<file path="config.mk">
export PLATFORM = sky130hd
export DESIGN_NAME = demorgan_sequencer
export DESIGN_NICKNAME = d
export VERILOG_FILES = /design/src/rtl/demorgan_pkg.sv /design/src/rtl/demorgan_gate_unit.sv /design/src/rtl/demorgan_sequencer.sv
export SDC_FILE = /design/constraint.sdc
export NUM_CORES = 1
export LEC_CHECK = 0
export BUFFER_PORTS_ARGS = -buffer_cell sky130_fd_sc_hd__buf_4
export CORE_MARGIN = 4
export CORE_UTILIZATION = 55
export DETAILED_ROUTE_END_ITERATION = 7
export PLACE_DENSITY = 0.76
export SYNTH_ARGS = -nofsm -noshare
export SYNTH_HDL_FRONTEND = slang
export SYNTH_HIERARCHICAL = 1
export SYNTH_SLANG_ARGS = --single-unit
</file>
<file path="constraint.sdc">
create_clock -name clk -period 4 [get_ports clk]
set_clock_uncertainty 0.15 [all_clocks]
set_input_delay 0.6 -clock clk [delete_from_list [all_inputs] [get_ports clk]]
set_output_delay 0.6 -clock clk [all_outputs]
set_load 0.05 [all_outputs]
</file>
<file path="src/rtl/demorgan_pkg.sv">
// Shared types and constants for the De Morgan sequencer.
// Holds the FSM state enum, vector/counter widths and a saturating adder.
package demorgan_pkg;

  localparam int NUM_VECTORS = 4;
  localparam int ERR_W       = 4;
  localparam int VEC_W       = 2;

  typedef enum logic [2:0] {
    IDLE   = 3'd0,
    APPLY  = 3'd1,
    SETTLE = 3'd2,
    CHECK  = 3'd3,
    DONE   = 3'd4
  } seqState_t;

  typedef logic [ERR_W-1:0] errCount_t;
  typedef logic [VEC_W-1:0] vec_t;

  // Adds 0..2 mismatches, clamping at the counter maximum.
  function automatic errCount_t satAdd(
    input errCount_t base,
    input logic [1:0] inc
  );
    logic [ERR_W:0] sum;
    sum = {1'b0, base}
        + {{(ERR_W-1){1'b0}}, inc};
    if (sum[ERR_W]) return '1;
    return sum[ERR_W-1:0];
  endfunction

endpackage

</file>
<file path="src/rtl/demorgan_gate_unit.sv">
// Combinational gate unit: inverters, AND/OR and their De Morgan forms.
// Ports: A, B in; nA, nB, nAandnB, AandB, nAandB, nAornB, AorB, nAorB out.
module demorgan_gate_unit (
  input  logic A,
  input  logic B,
  output logic nA,
  output logic nB,
  output logic nAandnB,
  output logic AandB,
  output logic nAandB,
  output logic nAornB,
  output logic AorB,
  output logic nAorB
);

  assign nA      = ~A;
  assign nB      = ~B;
  assign nAandnB = nA & nB;
  assign AandB   = A & B;
  // nAandB is NAND, nAorB is NOR
  assign nAandB  = ~AandB;
  assign nAornB  = nA | nB;
  assign AorB    = A | B;
  assign nAorB   = ~AorB;

endmodule

</file>
<file path="src/rtl/demorgan_sequencer.sv">
// Sweeps {A,B} through 00..11 and checks both De Morgan identities.
// Ports: clk, reset, start, abort, [fault_inj if DEMORGAN_FAULT_INJECT_EN];
// out: a_drv, b_drv, busy, done, pass, err_count, first_fail_vec/_valid.
module demorgan_sequencer
  import demorgan_pkg::*;
#(
  parameter int SETTLE_CYCLES = 1
) (
  input  logic            clk,
  input  logic            reset,
  input  logic            start,
  input  logic            abort,
`ifdef DEMORGAN_FAULT_INJECT_EN
  input  logic            fault_inj,
`endif
  output logic            a_drv,
  output logic            b_drv,
  output logic            busy,
  output logic            done,
  output logic            pass,
  output logic [ERR_W-1:0] err_count,
  output logic [VEC_W-1:0] first_fail_vec,
  output logic            first_fail_valid
);

  localparam logic [3:0] SETTLE_LAST =
    (SETTLE_CYCLES > 0) ? 4'(SETTLE_CYCLES - 1) : 4'd0;
  localparam vec_t LAST_VEC = VEC_W'(NUM_VECTORS - 1);

  seqState_t state, stateNext;
  vec_t      vecIdx, vecIdxNext;
  vec_t      drv, drvNext;
  logic [3:0] settleCnt, settleCntNext;
  logic      busyNext, doneNext, passNext;
  errCount_t errNext;
  vec_t      ffVecNext;
  logic      ffValidNext;

  logic nAandnB, nAornB, nAandB, nAorB;
  logic unusedNa, unusedNb;
  logic unusedAandB, unusedAorB;
  logic cmpAndnB;
  logic misNor, misNand;
  logic [1:0] misCnt;
  logic inSweep;

  assign a_drv = drv[1];
  assign b_drv = drv[0];

  demorgan_gate_unit uGate (
    .A       (drv[1]),
    .B       (drv[0]),
    .nA      (unusedNa),
    .nB      (unusedNb),
    .nAandnB (nAandnB),
    .AandB   (unusedAandB),
    .nAandB  (nAandB),
    .nAornB  (nAornB),
    .AorB    (unusedAorB),
    .nAorB   (nAorB)
  );

`ifdef DEMORGAN_FAULT_INJECT_EN
  assign cmpAndnB = nAandnB ^ fault_inj;
`else
  assign cmpAndnB = nAandnB;
`endif

  assign misNor  = cmpAndnB != nAorB;
  assign misNand = nAornB != nAandB;
  assign misCnt  = {misNor & misNand,
                    misNor ^ misNand};

  assign inSweep = (state == APPLY)
                || (state == SETTLE)
                || (state == CHECK);

  always_comb begin
    stateNext     = state;
    vecIdxNext    = vecIdx;
    drvNext       = drv;
    settleCntNext = settleCnt;
    doneNext      = 1'b0;
    passNext      = pass;
    errNext       = err_count;
    ffVecNext     = first_fail_vec;
    ffValidNext   = first_fail_valid;
    unique case (state)
      IDLE: begin
        if (start) begin
          stateNext   = APPLY;
          vecIdxNext  = '0;
          errNext     = '0;
          ffValidNext = 1'b0;
          passNext    = 1'b0;
        end
      end
      APPLY: begin
        drvNext       = vecIdx;
        settleCntNext = '0;
        stateNext     = (SETTLE_CYCLES == 0)
                      ? CHECK : SETTLE;
      end
      SETTLE: begin
        settleCntNext = settleCnt + 4'd1;
        if (settleCnt == SETTLE_LAST)
          stateNext = CHECK;
      end
      CHECK: begin
        errNext = satAdd(err_count, misCnt);
        if (misCnt != 2'd0 && !first_fail_valid) begin
          ffVecNext   = drv;
          ffValidNext = 1'b1;
        end
        if (vecIdx == LAST_VEC) begin
          stateNext = DONE;
        end else begin
          stateNext  = APPLY;
          vecIdxNext = vecIdx + 1'b1;
        end
      end
      DONE: begin
        doneNext  = 1'b1;
        passNext  = (err_count == '0);
        stateNext = IDLE;
      end
      default: stateNext = IDLE;
    endcase
    // Abort wins over every in-sweep update, including a CHECK tally.
    if (abort && inSweep) begin
      stateNext     = IDLE;
      vecIdxNext    = vecIdx;
      drvNext       = drv;
      settleCntNext = settleCnt;
      errNext       = err_count;
      ffVecNext     = first_fail_vec;
      ffValidNext   = first_fail_valid;
    end
    busyNext = (stateNext == APPLY)
            || (stateNext == SETTLE)
            || (stateNext == CHECK);
  end

  always_ff @(posedge clk or posedge reset) begin
    if (reset) begin
      state            <= IDLE;
      vecIdx           <= '0;
      drv              <= '0;
      settleCnt        <= '0;
      busy             <= 1'b0;
      done             <= 1'b0;
      pass             <= 1'b0;
      err_count        <= '0;
      first_fail_vec   <= '0;
      first_fail_valid <= 1'b0;
    end else begin
      state            <= stateNext;
      vecIdx           <= vecIdxNext;
      drv              <= drvNext;
      settleCnt        <= settleCntNext;
      busy             <= busyNext;
      done             <= doneNext;
      pass             <= passNext;
      err_count        <= errNext;
      first_fail_vec   <= ffVecNext;
      first_fail_valid <= ffValidNext;
    end
  end

endmodule

</file>
==> results.py, run 1 <==
metrics = {
    "worst_setup_path": {
        "crit_required_ns": 4.09,
        "timing.critical_path.from_type": "flop",
        "timing.critical_path.slowest_stage_cell": "dfrtp_1",
        "path_buf_inv": 2,
        "crit_fanout": 5,
        "setup.worst_path.end_class": "flop",
        "timing.critical_path.max_delay_family": "adder cells",
        "critical_path.cell_chain": "nand2_1 > xor2_1 > inv_1 > ha_1 > ha_1 > inv_1 > fa_1 > nand3b_1 > a21oi_1 > o21bai_1",
        "crit_cells": 10,
        "crit_path_kind": "reg -> reg",
        "ff2ff_path_depth": 10,
        "crit_path_max_incr_delay_ns": 0.43,
        "worstPathArrival_ns": 2.48,
    },
    "final_layout": {
        "insertedDiodeCount": 0,
        "final_net_count": 146,
        "sequential_cell_area_um2": 526,
        "multiInputGateArea_um2": 612,
        "synthToLayoutAreaGrowth_pct": 10.7,
        "finalNonFillerCells": 160,
        "layout.filler_cells": 177,
        "drive_above_1_share_pct": 17.3,
    },
    "power_and_ir_drop": {
        "combinationalPowerShare_pct": 41.8,
        "p_seq_share_pct": 44.5,
        "power.share.switching_pct": 43.9,
        "total_power_density_per_cell_area_nw_per_um2": 554,
        "leakage_nw": 0.621,
        "power_switching_mw": 0.330,
        "share_clk_of_total_power_pct": 13.7,
        "max-vdd-ir-drop_uv": 389,
        "intPower_mw": 0.422,
    },
    "yosys": {
        "syn_area_per_cell_um2": 10.1,
        "post_synth_inst_count": 121,
        "syn-cell-area_um2": 1230,
        "synthesis.nets": 133,
        "yosys_warnings": 6,
    },
    "sta": {
        "finalSetupViolations": 0,
        "timing.final.max_slew_violations": 0,
        "max_slew_headroom_at_the_worst_pin_pct": 47.6,
        "max_slew.worst_pin.slew_ns": 0.785,
        "fmaxAchievable_mhz": 418,
        "fin_tns_setup_ns": 0,
        "finalCriticalPeriod_ns": 2.39,
        "hold_violations": 0,
        "grt_setup_unrepaired": "no",
        "period_share_pct": 59.8,
    },
    "clock_tree": {
        "ctsHoldBuffers": 0,
        "cts_root_buf": "clkbuf_4",
        "clock_latency_ns": 0.30,
        "numCtsBuffers": 3,
        "tritoncts": "done",
        "clock_tree.buffer_depth": 2,
        "numClockSinks": 21,
        "cts_post_setup_buffers_inserted": 0,
        "cts.clk_slew.worst_paths_ns": 0.12,
        "htree_num_levels": 1,
        "post_cts.resized_instances": 0,
    },
    "worst_hold_path": {
        "worst_hold_path_type": "in -> async",
    },
    "die": {
        "placeableCoreArea_um2": 2040,
        "num_io_pins": 16,
        "die_area_um2": 3050,
        "die-height_um": 55.2,
        "die-width_um": 55.2,
        "initial_utilization_pct": 60.1,
        "placementRows": 16,
    },
    "placed_design": {
        "place.gp.congestion": 0.807,
        "input_output_buffers": 15,
        "post-dp-hpwl_um": 1720,
        "placed_cells_incl_taps": 156,
    },
    "global_route": {
        "antenna_found_initial": 0,
        "grt_pass1_wl_um": 3950,
        "residual_overflow_from_global_routing": 0,
        "largest_net_degree_at_the_start_of_global_routing": 22,
        "groute.usage.overall_pct": 16.0,
        "first_global_vias": 871,
    },
    "drt": {
        "wire_per_inst_um": 14.4,
        "routed-via-count": 935,
        "wl_um": 2300,
        "routed_via_density": 5.84,
        "drt_pass1_iterations": 6,
        "drtIter0Drc": 22,
        "final_antenna_net_count": 0,
        "drc": 0,
    },
    "run_status": {
        "run_status": "complete, no violations",
    },
    "run": {
        "maxCapViolations": 0,
    },
}
path summary, 6_finish.rpt:
path / slack [ns] / end / startpoint
worst max-delay path: 1.61 / err_count[0] / drv[1]
worst min-delay path: 0.28 / err_count[3] / reset
worst max register to register: 1.61 / err_count[0] / drv[1]
worst min register to register: 0.38 / first_fail_vec[0] / first_fail_vec[0]
max in group asynchronous: 2.93 / state[0] / reset
min in group clk: 0.38 / first_fail_vec[0] / first_fail_vec[0]
final cells by class:
cell class	count	area share (%)
timing repair buffer	15	8.29
inverter	13	3.59
clock buffer	4	1.93
multi-input combinational	80	45.0
sequential	21	38.7
tap	27	2.49
cells in the final DEF (no fill, tap or decap), drive strengths merged, types with 3 or more instances in the layout:
master and n:
mux2 4, nand3b 4, a21oi 7, buf 15
clkbuf 4, nand3 3, o2bb2ai 3, nor3 4
ha 7, inv 13, nor2 5, o21ai 6
dfrtp 21, o21bai 3
power groups by stage:
stage,registers [mW],clock network [mW],logic [mW]
final,0.334,0.103,0.315
after global routing,0.347,0.116,0.351
after CTS,0.333,0.106,0.317
after detailed placement,0.339,0,0.315
after global placement,0.334,0,0.305
after floorplan,0.364,0,0.222
flip-flops by register name, summed over array words and instances, names as in the netlist:
register / cells
state: 3
vecIdx: 2
busy: 1
drv: 2
err_count: 4
first_fail_vec: 2
pass: 1
done: 1
settleCnt: 4
first_fail_valid: 1
metal layers:
metal / track usage [%] / wire (µm) / vias up
met5: 0 / 0 / -
met4: 6.94 / 28 / 0
met3: 3.50 / 94 / 4
met2: 24.5 / 1100 / 23
met1: 21.6 / 1080 / 452
li1: - / - / 456
per-stage QoR:
step	hold slack [ns]	util [%]	area, µm²	total power, mW	worst slack [ns]
floorplan	0.354	-	1230	0.586	1.32
global placement	0.337	65.3	1330	0.638	1.67
detailed placement	0.353	65.3	1330	0.654	1.62
CTS	0.306	66.5	1360	0.756	1.59
global route	0.328	66.5	1360	0.813	1.38
finish	0.281	66.5	1360	0.752	1.61
No activity file was read; power rests on OpenSTA's default activity.
==> run 2, diff against run 1 <==
--- a/config.mk
+++ b/config.mk
@@ -7,9 +7,9 @@
 export LEC_CHECK = 0
 export BUFFER_PORTS_ARGS = -buffer_cell sky130_fd_sc_hd__buf_4
 export CORE_MARGIN = 4
-export CORE_UTILIZATION = 55
+export CORE_UTILIZATION = 51
 export DETAILED_ROUTE_END_ITERATION = 7
-export PLACE_DENSITY = 0.76
+export PLACE_DENSITY = 0.74
 export SYNTH_ARGS = -nofsm -noshare
 export SYNTH_HDL_FRONTEND = slang
 export SYNTH_HIERARCHICAL = 1
==> constraint.sdc (replaced) <==
create_clock -name clk -period 2.1 [get_ports clk]
set_clock_uncertainty 0.15 [all_clocks]
set_input_delay 0.315 -clock clk [delete_from_list [all_inputs] [get_ports clk]]
set_output_delay 0.315 -clock clk [all_outputs]
set_load 0.05 [all_outputs]
==> run 2 against run 1 <==
The run now ends with negative setup slack left. Wire length grew 11%. Combinational power grew to 2.6 times the previous value. Sequential cell count is the same. Fmax grew 5.4%. Sequential power grew 85%. Sequential share of layout area shrank 3.8 points. Clock power grew 88%. Die area grew 6.7%. Setup slack lost 1.8 ns. Final cell count grew 8.1%. Register-to-register slack lost 1.8 ns. Critical endpoint is now err_count[1]. Largest power group is now combinational cells.
==> results.py, run 2 (same netlist as run 1, synthesis figures left out) <==
metrics = {
    "run_status": {
        "run_status": "complete, but fails checks",
        "violations": "negative setup slack",
    },
    "worst_setup_path": {
        "crit_required_ns": 2.19,
        "timing.critical_path.slowest_stage_cell": "dfrtp_2",
        "critical_path.cell_chain": "nand2_4 > xor2_2 > inv_2 > ha_4 > ha_4 > inv_2 > fa_2 > nand3b_1 > a21oi_1 > o21bai_1",
        "timing.critical_path.from_type": "flop",
        "crit_path_kind": "reg -> reg",
        "crit_path_max_incr_delay_ns": 0.47,
        "worstPathArrival_ns": 2.35,
        "crit_fanout": 3,
        "setup.worst_path.end_class": "flop",
    },
    "clock_tree": {
        "clock_latency_ns": 0.30,
        "htree_num_levels": 1,
        "tritoncts": "done",
        "cts_root_buf": "clkbuf_4",
        "clock_tree.buffer_depth": 2,
        "numCtsBuffers": 3,
        "cts.clk_slew.worst_paths_ns": 0.11,
        "numClockSinks": 21,
    },
    "die": {
        "placeableCoreArea_um2": 2250,
        "die-height_um": 57.1,
        "placementRows": 17,
        "die-width_um": 57.1,
        "initial_utilization_pct": 54.4,
        "num_io_pins": 16,
        "die_area_um2": 3260,
    },
    "placed_design": {
        "input_output_buffers": 15,
        "placed_cells_incl_taps": 165,
        "place.gp.congestion": 0.791,
        "preCtsSetupSlack_ns": -0.188,
        "post-dp-hpwl_um": 1770,
        "dpl-instance-area_um2": 1400,
    },
    "power_and_ir_drop": {
        "combinationalPowerShare_pct": 49.9,
        "total_power_density_per_cell_area_nw_per_um2": 1070,
        "leakage_nw": 0.705,
        "share_clk_of_total_power_pct": 12.0,
        "power_switching_mw": 0.694,
        "p_seq_share_pct": 38.2,
        "power.share.switching_pct": 42.9,
        "max-vdd-ir-drop_uv": 804,
        "intPower_mw": 0.924,
        "p_total_mw": 1.62,
    },
    "final_layout": {
        "layout.filler_cells": 187,
        "mostFrequentLayoutCell": "buf_4",
        "insertedDiodeCount": 0,
        "final_net_count": 158,
        "finalInstanceArea_um2": 1520,
        "drive_above_1_share_pct": 31.7,
        "synthToLayoutAreaGrowth_pct": 23.4,
        "final_core_utilization_pct": 67.2,
        "largest_registers": "err_count: 4 flops, settleCnt: 4 flops, state: 3 flops",
        "most_frequent_cells_in_the_layout": "buf_4, dfrtp_1, inv_1",
        "finalNonFillerCells": 173,
    },
    "sta": {
        "grt_setup_unrepaired": "yes",
        "period_share_pct": 108,
        "timing.final.max_slew_violations": 0,
        "fmaxAchievable_mhz": 441,
        "finalCriticalPeriod_ns": 2.27,
        "finalSetupViolations": 4,
        "holdWs_ns": 0.103,
        "hold_violations": 0,
        "fin_tns_setup_ns": -0.599,
        "max_slew.worst_pin.slew_ns": 0.432,
        "finalWorstSetupSlack_ns": -0.170,
        "max_slew_headroom_at_the_worst_pin_pct": 71.2,
    },
    "drt": {
        "drc": 0,
        "wl_um": 2560,
        "wire_per_inst_um": 14.8,
        "routed_via_density": 5.64,
        "routed-via-count": 976,
        "final_antenna_net_count": 0,
        "drt_pass1_iterations": 4,
        "drtIter0Drc": 14,
    },
    "global_route": {
        "residual_overflow_from_global_routing": 0,
        "first_global_vias": 994,
        "grt_pass1_wl_um": 4530,
        "antenna_found_initial": 0,
        "largest_net_degree_at_the_start_of_global_routing": 22,
        "groute.usage.overall_pct": 17.7,
    },
    "worst_hold_path": {
        "worst_hold_path_type": "in -> reg",
    },
    "run": {
        "maxCapViolations": 0,
    },
}
run 2: final timing paths:
path | startpoint | to | slack (ns) | depth (start not counted)
max in group asynchronous | reset | drv[0] | 1.10 | 4
setup reg to reg | drv[1] | err_count[1] | -0.17 | 10
hold / removal | abort | state[1] | 0.10 | 2
hold reg to reg | pass | pass | 0.37 | 1
setup / recovery | drv[1] | err_count[1] | -0.17 | 10
min in group asynchronous | reset | err_count[0] | 0.46 | 4
run 2: worst max-delay path, delay by kind of cell, from the launching register on:
kind,cells,cell delay (ns)
XOR/XNOR,1,0.17
flip-flops,1,0.47
AND/OR/NAND/NOR,2,0.30
buffers and inverters,2,0.10
adder cells (fa/ha/maj),3,0.74
AO/OA/AOI/OAI,2,0.27
run 2: final cells by class:
cell class	count	area [µm²]	area share [%]
Clock buffer	4	26.3	1.73
Inverter	13	48.8	3.22
Timing Repair Buffer	27	205	13.5
Multi-Input combinational cell	80	672	44.3
Tap cell	28	35.0	2.31
Sequential cell	21	528	34.8
run 2: power by group through the flow:
stage	Sequential [mW]	Clock (mW)	Combinational (mW)
2_1_floorplan	0.698	0	0.422
3_3_place_gp	0.607	0	0.666
3_5_place_dp	0.609	0	0.692
4_1_cts	0.609	0.204	0.700
5_1_grt	0.637	0.220	0.886
6_report	0.617	0.194	0.807
run 2: per-layer routing:
layer  wire length [µm]  track usage [%]
met1               1120             22.5
met2               1250             28.2
met3                111             4.75
met4                 72             7.95
met5                  0                0
run 2: repair_timing:
action | 4_1_cts | 5_1_grt
pin swaps | 1 | 5
hold buffers | 1 | 0
setup buffers | 2 | 1
resized for setup | 5 | 8
endpoints found under the hold margin | 21 | 0
setup endpoints to repair | 4 | 4
==> run 3, diff against run 2 <==
--- a/config.mk
+++ b/config.mk
@@ -5,11 +5,12 @@
 export SDC_FILE = /design/constraint.sdc
 export NUM_CORES = 1
 export LEC_CHECK = 0
+export ABC_AREA = 1
 export BUFFER_PORTS_ARGS = -buffer_cell sky130_fd_sc_hd__buf_4
 export CORE_MARGIN = 4
 export CORE_UTILIZATION = 51
 export DETAILED_ROUTE_END_ITERATION = 7
-export PLACE_DENSITY = 0.74
+export PLACE_DENSITY = 0.75
 export SYNTH_ARGS = -nofsm -noshare
 export SYNTH_HDL_FRONTEND = slang
 export SYNTH_HIERARCHICAL = 1
==> run 3 against run 2 <==
The run still ends with negative setup slack left. Power decreased by 6.8%. Synthesized cell count increased by 30%. Core utilization decreased by 1.1 points. Global-route usage decreased by 1.2 points. Synthesized area decreased by 1.9%. Sequential power decreased by 9.4%. Non-clock buffer count decreased by 5. Via count increased by 14%. Setup slack got worse by 0.019 ns. Count of clock-buffer cells in the layout decreased by 1. Register-to-register slack got worse by 0.02 ns. Critical endpoint unchanged. Largest cell class unchanged.
==> results.py, run 3 <==
metrics = {
    "clock_tree": {
        "cts.clk_slew.worst_paths_ns": 0.13,
        "numCtsBuffers": 3,
        "numClockSinks": 21,
        "clock_latency_ns": 0.30,
        "clock_tree.buffer_depth": 2,
        "cts_root_buf": "clkbuf_4",
        "tritoncts": "done",
        "htree_num_levels": 1,
    },
    "power_and_ir_drop": {
        "leakage_nw": 0.818,
        "max-vdd-ir-drop_uv": 641,
        "total_power_density_per_cell_area_nw_per_um2": 1020,
    },
    "global_route": {
        "antenna_found_initial": 0,
        "first_global_vias": 1039,
        "groute.usage.overall_pct": 16.5,
        "largest_net_degree_at_the_start_of_global_routing": 15,
        "residual_overflow_from_global_routing": 0,
        "grt_pass1_wl_um": 4290,
    },
    "yosys": {
        "syn-cell-area_um2": 1200,
        "yosys_warnings": 6,
        "post_synth_inst_count": 157,
        "syn_area_per_cell_um2": 7.67,
        "synthesis.nets": 169,
    },
    "final_layout": {
        "synthToLayoutAreaGrowth_pct": 22.7,
        "largest_registers": "err_count: 4 flops, settleCnt: 4 flops, state: 3 flops",
        "drive_above_1_share_pct": 26.0,
        "final_net_count": 194,
        "final_core_utilization_pct": 66.1,
        "most_frequent_cells_in_the_layout": "nand2_1, inv_1, buf_4",
        "insertedDiodeCount": 0,
        "mostFrequentLayoutCell": "nand2_1",
    },
    "drt": {
        "final_antenna_net_count": 0,
        "drtIter0Drc": 49,
        "drc": 0,
        "wl_um": 2630,
        "drt_pass1_iterations": 4,
        "routed_via_density": 5.34,
        "wire_per_inst_um": 12.6,
        "routed-via-count": 1116,
    },
    "worst_setup_path": {
        "ff2ff_path_depth": 10,
        "crit_fanout": 2,
        "crit_path_kind": "reg -> reg",
        "timing.critical_path.from_type": "flop",
        "worstPathArrival_ns": 2.34,
        "setup.worst_path.end_class": "flop",
        "crit_required_ns": 2.15,
    },
    "die": {
        "placeableCoreArea_um2": 2230,
        "die-width_um": 56.6,
        "initial_utilization_pct": 53.9,
        "num_io_pins": 16,
        "die_area_um2": 3200,
        "placementRows": 17,
        "die-height_um": 56.6,
    },
    "sta": {
        "period_share_pct": 109,
        "fmaxAchievable_mhz": 437,
        "timing.final.max_slew_violations": 0,
        "max_slew_headroom_at_the_worst_pin_pct": 64.2,
        "grt_setup_unrepaired": "yes",
        "finalWorstSetupSlack_ns": -0.189,
        "finalCriticalPeriod_ns": 2.29,
        "fin_tns_setup_ns": -0.567,
        "hold_violations": 0,
        "max_slew.worst_pin.slew_ns": 0.536,
        "finalSetupViolations": 4,
    },
    "run": {
        "maxCapViolations": 0,
    },
    "placed_design": {
        "input_output_buffers": 15,
        "place.gp.congestion": 0.815,
        "post-dp-hpwl_um": 1920,
        "preCtsSetupSlack_ns": -0.183,
    },
    "run_status": {
        "violations": "negative setup slack",
        "run_status": "complete, but fails checks",
    },
    "worst_hold_path": {
        "worst_hold_path_type": "in -> reg",
        "min_path_cells": 2,
    },
}
[run 3: layer usage]
layer	share of wire (%)	track usage, %	wire (µm)	up-vias
li1	-	-	-	538
met1	43	19.5	1140	538
met2	51	28.9	1340	38
met3	5.1	3.91	133	2
met4	0.53	6.10	14	0
met5	0	0	0	-
[run 3: power by group]
group / switching, mW / internal [mW] / total (mW)
clock: 0.128 / 0.0725 / 0.200
sequential: 0.0823 / 0.476 / 0.559
combinational: 0.475 / 0.275 / 0.750
total: 0.686 / 0.823 / 1.51
[run 3: cell type report]
class | count | area, µm²
Multi-Input combinational cell | 106 | 611
Tap cell | 28 | 35.0
Clock inverter | 1 | 7.51
Clock buffer | 3 | 22.5
Inverter | 28 | 105
Sequential cell | 21 | 528
Fill cell | 185 | 757
Timing Repair Buffer | 22 | 168
[run 3: final timing paths]
path	from	to	slack, ns
worst max-delay path	drv[0]	err_count[1]	-0.19
worst min-delay path	abort	state[2]	0.11
worst max register to register	drv[0]	err_count[1]	-0.19
worst min register to register	first_fail_vec[1]	first_fail_vec[1]	0.34
max in group asynchronous	reset	err_count[1]	0.83
min in group asynchronous	reset	state[0]	0.45
[run 3: worst max-delay path: stages, from the launching register on]
cell and delay (ns):
dfrtp_2 0.44, nor2_4 0.17, xor2_2 0.17, inv_1 0.06, ha_1 0.27, ha_2 0.18, inv_2 0.04, fa_2 0.53
inv_2 0.04, o21ai_2 0.09, nand2_1 0.07
[run 3: timing repair]
| action | CTS | global route |
|---|---|---|
| hold buffers | 1 | 0 |
| buffers inserted | 1 | 1 |
| endpoints found under the setup margin | 4 | 4 |
| pin swaps | 1 | 7 |
| resized for setup | 3 | 7 |
| hold endpoints to repair | 13 | 0 |
[run 3: metrics by stage]
| step | std cells | total power [mW] | hold WS [ns] | cell area (µm²) |
|---|---|---|---|---|
| 2_1_floorplan | 157 | 1.03 | 0.141 | 1220 |
| 6_report | 209 | 1.51 | 0.112 | 1480 |
| 3_5_place_dp | 202 | 1.23 | 0.237 | 1380 |
| 4_1_cts | 208 | 1.48 | 0.0945 | 1440 |
| 3_3_place_gp | 202 | 1.21 | 0.241 | 1380 |
| 5_1_grt | 209 | 1.63 | 0.0944 | 1480 |
